**src/rtl/sdram_arbiter.sv**
```systemverilog
// SDRAM logical-port arbiter: SPI flash-emulator reads (strict priority) and
// host loader reads/writes share one edge-triggered controller port. Also
// drives refresh_inhibit from spi_active with a watchdog on its duration.
module sdram_arbiter #(
  parameter int ADDR_WIDTH    = 25,
  parameter int INHIBIT_LIMIT = 4096,
  parameter int START_TIMEOUT = 4
) (
  input  logic                  clk,
  input  logic                  reset,
  input  logic                  spi_active,
  input  logic                  spi_rd_req,
  input  logic [ADDR_WIDTH-1:0] spi_rd_addr,
  output logic [7:0]            spi_rd_data,
  output logic                  spi_rd_valid,
  output logic                  spi_overrun,
  input  logic                  host_req,
  input  logic                  host_we,
  input  logic [ADDR_WIDTH-1:0] host_addr,
  input  logic [7:0]            host_wdata,
  output logic                  host_ack,
  output logic [7:0]            host_rdata,
  output logic                  host_rvalid,
  output logic [ADDR_WIDTH-1:0] sd_rd_addr,
  output logic                  sd_rd_enable,
  output logic [ADDR_WIDTH-1:0] sd_wr_addr,
  output logic [7:0]            sd_wr_data,
  output logic                  sd_wr_enable,
  input  logic [7:0]            sd_rd_data,
  input  logic                  sd_rd_ready,
  input  logic                  sd_busy,
  output logic                  sd_refresh_inhibit
);

  localparam int TW = $clog2(START_TIMEOUT + 1);
  localparam int IW = $clog2(INHIBIT_LIMIT + 1);

  typedef enum logic [1:0] {IDLE, ISSUE, WAIT_START, WAIT_DONE} state_t;

  state_t                  state, state_next;
  logic [TW-1:0]           start_cnt;
  logic                    issue_spi, issue_retry, issue_host;

  logic                    spi_pend;
  logic [ADDR_WIDTH-1:0]   spi_pend_addr;
  logic [ADDR_WIDTH-1:0]   spi_issue_addr;

  logic                    host_pend;
  logic                    host_we_q;
  logic [ADDR_WIDTH-1:0]   host_addr_q;
  logic [7:0]              host_wdata_q;

  logic                    cmd_we;
  logic [ADDR_WIDTH-1:0]   cmd_addr;
  logic [7:0]              cmd_wdata;

  logic                    owner_host;
  logic                    op_we;
  logic                    rd_capture;

  logic [IW-1:0]           inh_cnt;
  logic                    inh_blocked;

  // A request pulsing in the same cycle it is chosen bypasses the latch so SPI
  // still wins a same-cycle race against the host.
  assign spi_issue_addr = spi_pend ? spi_pend_addr : spi_rd_addr;
  assign rd_capture     = (state == WAIT_DONE) && sd_rd_ready && !op_we;

  // State register and WAIT_START timeout counter.
  always_ff @(posedge clk) begin
    if (reset) begin
      state     <= IDLE;
      start_cnt <= '0;
    end else begin
      state <= state_next;
      if (state == WAIT_START) start_cnt <= start_cnt + TW'(1);
      else                     start_cnt <= '0;
    end
  end

  // Next-state and requester selection.
  always_comb begin
    state_next  = state;
    issue_spi   = 1'b0;
    issue_retry = 1'b0;
    issue_host  = 1'b0;
    unique case (state)
      IDLE: begin
        if (!sd_busy) begin
          if (spi_pend || spi_rd_req)        issue_spi   = 1'b1;
          else if (host_pend)                issue_retry = 1'b1;
          else if (host_req && !spi_active)  issue_host  = 1'b1;
          if (issue_spi || issue_retry || issue_host) state_next = ISSUE;
        end
      end
      ISSUE:      state_next = WAIT_START;
      WAIT_START: begin
        if (sd_busy) state_next = WAIT_DONE;
        else if (start_cnt == TW'(START_TIMEOUT - 1)) state_next = IDLE;
      end
      WAIT_DONE:  if (!sd_busy) state_next = IDLE;
      default:    state_next = IDLE;
    endcase
  end

  // Host command source: live inputs for a fresh request, saved copy for a re-issue.
  always_comb begin
    cmd_we    = host_we_q;
    cmd_addr  = host_addr_q;
    cmd_wdata = host_wdata_q;
    if (issue_host) begin
      cmd_we    = host_we;
      cmd_addr  = host_addr;
      cmd_wdata = host_wdata;
    end
  end

  // SPI pending latch; it covers the whole read until its data is returned.
  always_ff @(posedge clk) begin
    if (reset) begin
      spi_pend      <= 1'b0;
      spi_pend_addr <= '0;
      spi_overrun   <= 1'b0;
    end else begin
      spi_overrun <= spi_rd_req && spi_pend;
      if (spi_rd_req && !spi_pend) begin
        spi_pend      <= 1'b1;
        spi_pend_addr <= spi_rd_addr;
      end else if (rd_capture && !owner_host) begin
        spi_pend <= 1'b0;
      end
    end
  end

  // Host copy, kept after host_ack so a start timeout can re-issue without the host.
  always_ff @(posedge clk) begin
    if (reset) begin
      host_pend    <= 1'b0;
      host_we_q    <= 1'b0;
      host_addr_q  <= '0;
      host_wdata_q <= '0;
    end else if (issue_host) begin
      host_pend    <= 1'b1;
      host_we_q    <= host_we;
      host_addr_q  <= host_addr;
      host_wdata_q <= host_wdata;
    end else if (state == WAIT_DONE && !sd_busy && owner_host) begin
      host_pend <= 1'b0;
    end
  end

  // Command outputs: enables high only during ISSUE, address/data held afterwards.
  always_ff @(posedge clk) begin
    if (reset) begin
      sd_rd_enable <= 1'b0;
      sd_wr_enable <= 1'b0;
      host_ack     <= 1'b0;
      sd_rd_addr   <= '0;
      sd_wr_addr   <= '0;
      sd_wr_data   <= '0;
      owner_host   <= 1'b0;
      op_we        <= 1'b0;
    end else begin
      sd_rd_enable <= 1'b0;
      sd_wr_enable <= 1'b0;
      host_ack     <= 1'b0;
      if (issue_spi) begin
        sd_rd_enable <= 1'b1;
        sd_rd_addr   <= spi_issue_addr;
        owner_host   <= 1'b0;
        op_we        <= 1'b0;
      end else if (issue_retry || issue_host) begin
        owner_host <= 1'b1;
        op_we      <= cmd_we;
        host_ack   <= issue_host;
        if (cmd_we) begin
          sd_wr_enable <= 1'b1;
          sd_wr_addr   <= cmd_addr;
          sd_wr_data   <= cmd_wdata;
        end else begin
          sd_rd_enable <= 1'b1;
          sd_rd_addr   <= cmd_addr;
        end
      end
    end
  end

  // Read return: capture data and pulse the owner's valid one cycle after rd_ready.
  always_ff @(posedge clk) begin
    if (reset) begin
      spi_rd_valid <= 1'b0;
      spi_rd_data  <= '0;
      host_rvalid  <= 1'b0;
      host_rdata   <= '0;
    end else begin
      spi_rd_valid <= rd_capture && !owner_host;
      host_rvalid  <= rd_capture && owner_host;
      if (rd_capture && !owner_host) spi_rd_data <= sd_rd_data;
      if (rd_capture && owner_host)  host_rdata  <= sd_rd_data;
    end
  end

  // Refresh inhibit follows spi_active until the watchdog trips; rearms on spi_active low.
  always_ff @(posedge clk) begin
    if (reset) begin
      sd_refresh_inhibit <= 1'b0;
      inh_cnt            <= '0;
      inh_blocked        <= 1'b0;
    end else if (!spi_active) begin
      sd_refresh_inhibit <= 1'b0;
      inh_cnt            <= '0;
      inh_blocked        <= 1'b0;
    end else if (inh_blocked) begin
      sd_refresh_inhibit <= 1'b0;
    end else if (sd_refresh_inhibit && inh_cnt == IW'(INHIBIT_LIMIT - 1)) begin
      sd_refresh_inhibit <= 1'b0;
      inh_blocked        <= 1'b1;
    end else begin
      sd_refresh_inhibit <= 1'b1;
      if (sd_refresh_inhibit) inh_cnt <= inh_cnt + IW'(1);
    end
  end

endmodule

```
**config.mk**
```make
export PLATFORM = sky130hd
export DESIGN_NAME = sdram_arbiter
export DESIGN_NICKNAME = d
export VERILOG_FILES = /design/src/rtl/sdram_arbiter.sv
export SDC_FILE = /design/constraint.sdc
export NUM_CORES = 1
export LEC_CHECK = 0
export CAP_MARGIN = 10
export CORE_ASPECT_RATIO = 1.4
export CORE_UTILIZATION = 35
export DETAILED_ROUTE_END_ITERATION = 10
export PLACE_DENSITY = 0.69
export SYNTH_ARGS = -nofsm -noshare
export SYNTH_HDL_FRONTEND = slang
export SYNTH_SLANG_ARGS = --single-unit
```
**constraint.sdc**
```tcl
create_clock -name clk -period 1.65 [get_ports clk]
set_input_delay 0.33 -clock clk [delete_from_list [all_inputs] [get_ports clk]]
set_output_delay 0.33 -clock clk [all_outputs]
set_load 0.03 [all_outputs]
```
==> reports/metrics.yaml <==
drcViolationCount: 0
grtUsageTotal_pct: 19.8
routed-via-count: 5649
fin_ws_ns: -0.0341
setup-violations-final: 16
syn_area_per_cell_sq_um: 9.68
cp-end-kind: "flip-flop"
synth_seq_area_share_pct: 49.7
dieArea_sq_um: 19300
failed_checks: "negative setup slack"
worstSetupPathType: "reg -> reg"
tightestPinTransition_ns: 0.541
cts_tree: "done"
syn-instance-count: 678
clkSinkCount: 163
r2r-start: "host_pend"
syn_to_final_growth_pct: 50.2
io_buffers: 154
leakage_nw: 4.29
globalplace.congestion: 0.786
synth_seq_cells: 163
syn_nets: 755
fin_area_sq_um: 9860
synthTopCellsByArea: "dfxtp_1, mux2i_1, nor2_1, mux2_2, a211oi_1"
crit_required_ns: 1.95
grt_max_degree: 62
nets: 954
cts-buffers-inserted: 17
syn_area_sq_um: 6570
antenna_found_initial: 0
overflow: 0
routed_via_density: 5.00
mostFrequentLayoutCells: "dfxtp_1, nor2_1, dlygate4sd2_1"
wl_per_cell_um: 17.4
arrival_ns: 1.99
root_buffer: "clkbuf_16"
pin_count: 155
critPathLaunchType: "flip-flop"
synth.distinct_cells: 53
hold_path_depth: 3
reg2reg_slack_ns: -0.03
core_sq_um: 18100
drtPass1Iterations: 5
hold_viol: 0
antenna_cells: 0
grt_pass1_vias: 5345
synth_warnings: 0
finClkSkew_ns: 0.00792
placed_cells: 1074
clk_latency_ns: 0.42
yosys.area.top_type: "dfxtp_1"
r2r_end: "sd_rd_addr[6]"
drt_iter0_drc: 263
slew_viol_final: 0
die_h_um: 164
rsz0062_at_grt: "yes"
fp.dieW_um: 118
async_flop_share_pct: 0
dp_hpwl_mm: 12.5
period_share_pct: 102
place_area_sq_um: 8660
layout_commonest_cell: "dfxtp_1"
min_to: "spi_overrun"
reg2reg_depth: 6
h-tree-depth: 4
status: "finished with violations"
powerDensity_nw_per_um2: 940
fmaxAchievable_mhz: 594
relSlewSlack_pct: 63.9
synth_top_area_share_pct: 49.7
synthFlopType: "dfxtp_1"
final_cells: 1130
vdd_drop_max_uv: 645
hold_path.class: "in -> reg"
drive_above_1_share_pct: 19.7
cap_violations: 0
min_from: "reset"
rows: 58
path_clk_slew_ns: 0.07
initial_utilization_pct: 36.2
synth_edf_count: 0
cts_buffer_depth: 2
grt_first_pass_wirelength_mm: 29.2
period_minus_slack_ns: 1.68
path_max_fanout: 6
totalWireLength_mm: 19.7
ant_nets: 0
-- per-layer routing --
layer	GRT usage, %	wire [um]
met1	23.0	8290
met2	34.9	10200
met3	3.89	703
met4	9.03	477
met5	0	0
-- sequential cells by signal, summed over array words and instances, names as in the netlist, 2 cells and up --
signal,cells
host_addr_q,25
sd_rd_addr,25
sd_wr_addr,25
spi_pend_addr,25
inh_cnt,13
host_rdata,8
host_wdata_q,8
sd_wr_data,8
spi_rd_data,8
start_cnt,3
state,2
-- synth_stat cells (3+ instances only) --
cell	instances
dfxtp_1	163
a211oi_1	36
buf_2	13
nor4_1	4
o21a_1	3
o21ai_0	6
or2_2	3
buf_6	6
or3_1	3
a31oi_1	3
nand2b_1	5
clkbuf_1	24
mux2i_1	76
nor2b_1	3
a221o_1	25
a21oi_1	34
mux2_2	25
nor2_1	125
ha_1	3
nand3_1	4
nand2_1	64
inv_1	7
nor3_1	5
-- stage by stage --
| stage | hold WS [ns] | TNS (ns) | total power, mW | setup WS [ns] | util (%) |
|---|---|---|---|---|---|
| 2_1_floorplan | 0.397 | -0.305 | 4.75 | -0.0254 | - |
| 3_3_place_gp | 0.408 | -47.10 | 5.25 | -0.639 | 47.8 |
| 3_5_place_dp | 0.416 | -48.90 | 5.26 | -0.677 | 47.8 |
| 4_1_cts | 0.407 | -0.203 | 9.31 | -0.0410 | 52.6 |
| 5_1_grt | 0.435 | -2.52 | 9.61 | -0.0888 | 54.3 |
| 6_report | 0.418 | -0.171 | 9.27 | -0.0341 | 54.3 |
-- cell families after synthesis --
logic type | Yosys count | synth area share (%)
AO/OA/AOI/OAI | 118 | 13.1
XOR/XNOR | 1 | 0.133
adder cells (fa/ha/maj) | 3 | 0.572
buffers and inverters | 55 | 4.21
flip-flops | 163 | 49.7
multiplexers | 102 | 16.1
AND/OR/NAND/NOR | 236 | 16.2
-- layout make-up --
cell class                 instances  area, sq um
fill                            1663         8280
multi-input combinational        461         3310
sequential                       163         3270
timing repair buffer             227         2350
clock buffer                      21          470
tap                              240          300
clock inverter                    11          128
inverter                           7         26.3
-- worst max-delay path by stage --
stage                          start  cells past startpoint        endpoint  slack, ns
after floorplan            host_pend                      5  sd_rd_addr[10]      -0.03
after global placement    spi_active                      6  sd_rd_addr[14]      -0.64
after detailed placement  spi_active                      6   sd_rd_addr[8]      -0.68
after CTS                  host_pend                      6   sd_rd_addr[6]      -0.04
after global routing       host_pend                      7  sd_wr_addr[12]      -0.09
final                      host_pend                      6   sd_rd_addr[6]      -0.03
-- what timing repair did --
action | CTS | global route
resized for setup | 126 | 42
cloned | 5 | 6
pin swaps | 5 | 14
hold buffers | 0 | 0
endpoints found under the setup margin | 142 | 73
buffers inserted | 9 | 5
-- worst max-delay path, stage by stage (launching register included) --
cell	delay, ns
dfxtp_4	0.37
nor3b_4	0.17
buf_6	0.14
buf_8	0.13
buf_12	0.14
mux2_4	0.31
a221o_1	0.29
-- where the power goes --
part	total [mW]	internal [mW]	switching [mW]
clock	3.96	2.36	1.61
combinational	1.18	0.588	0.596
sequential	4.12	4.05	0.0698
No activity file was read; power rests on OpenSTA's default activity.
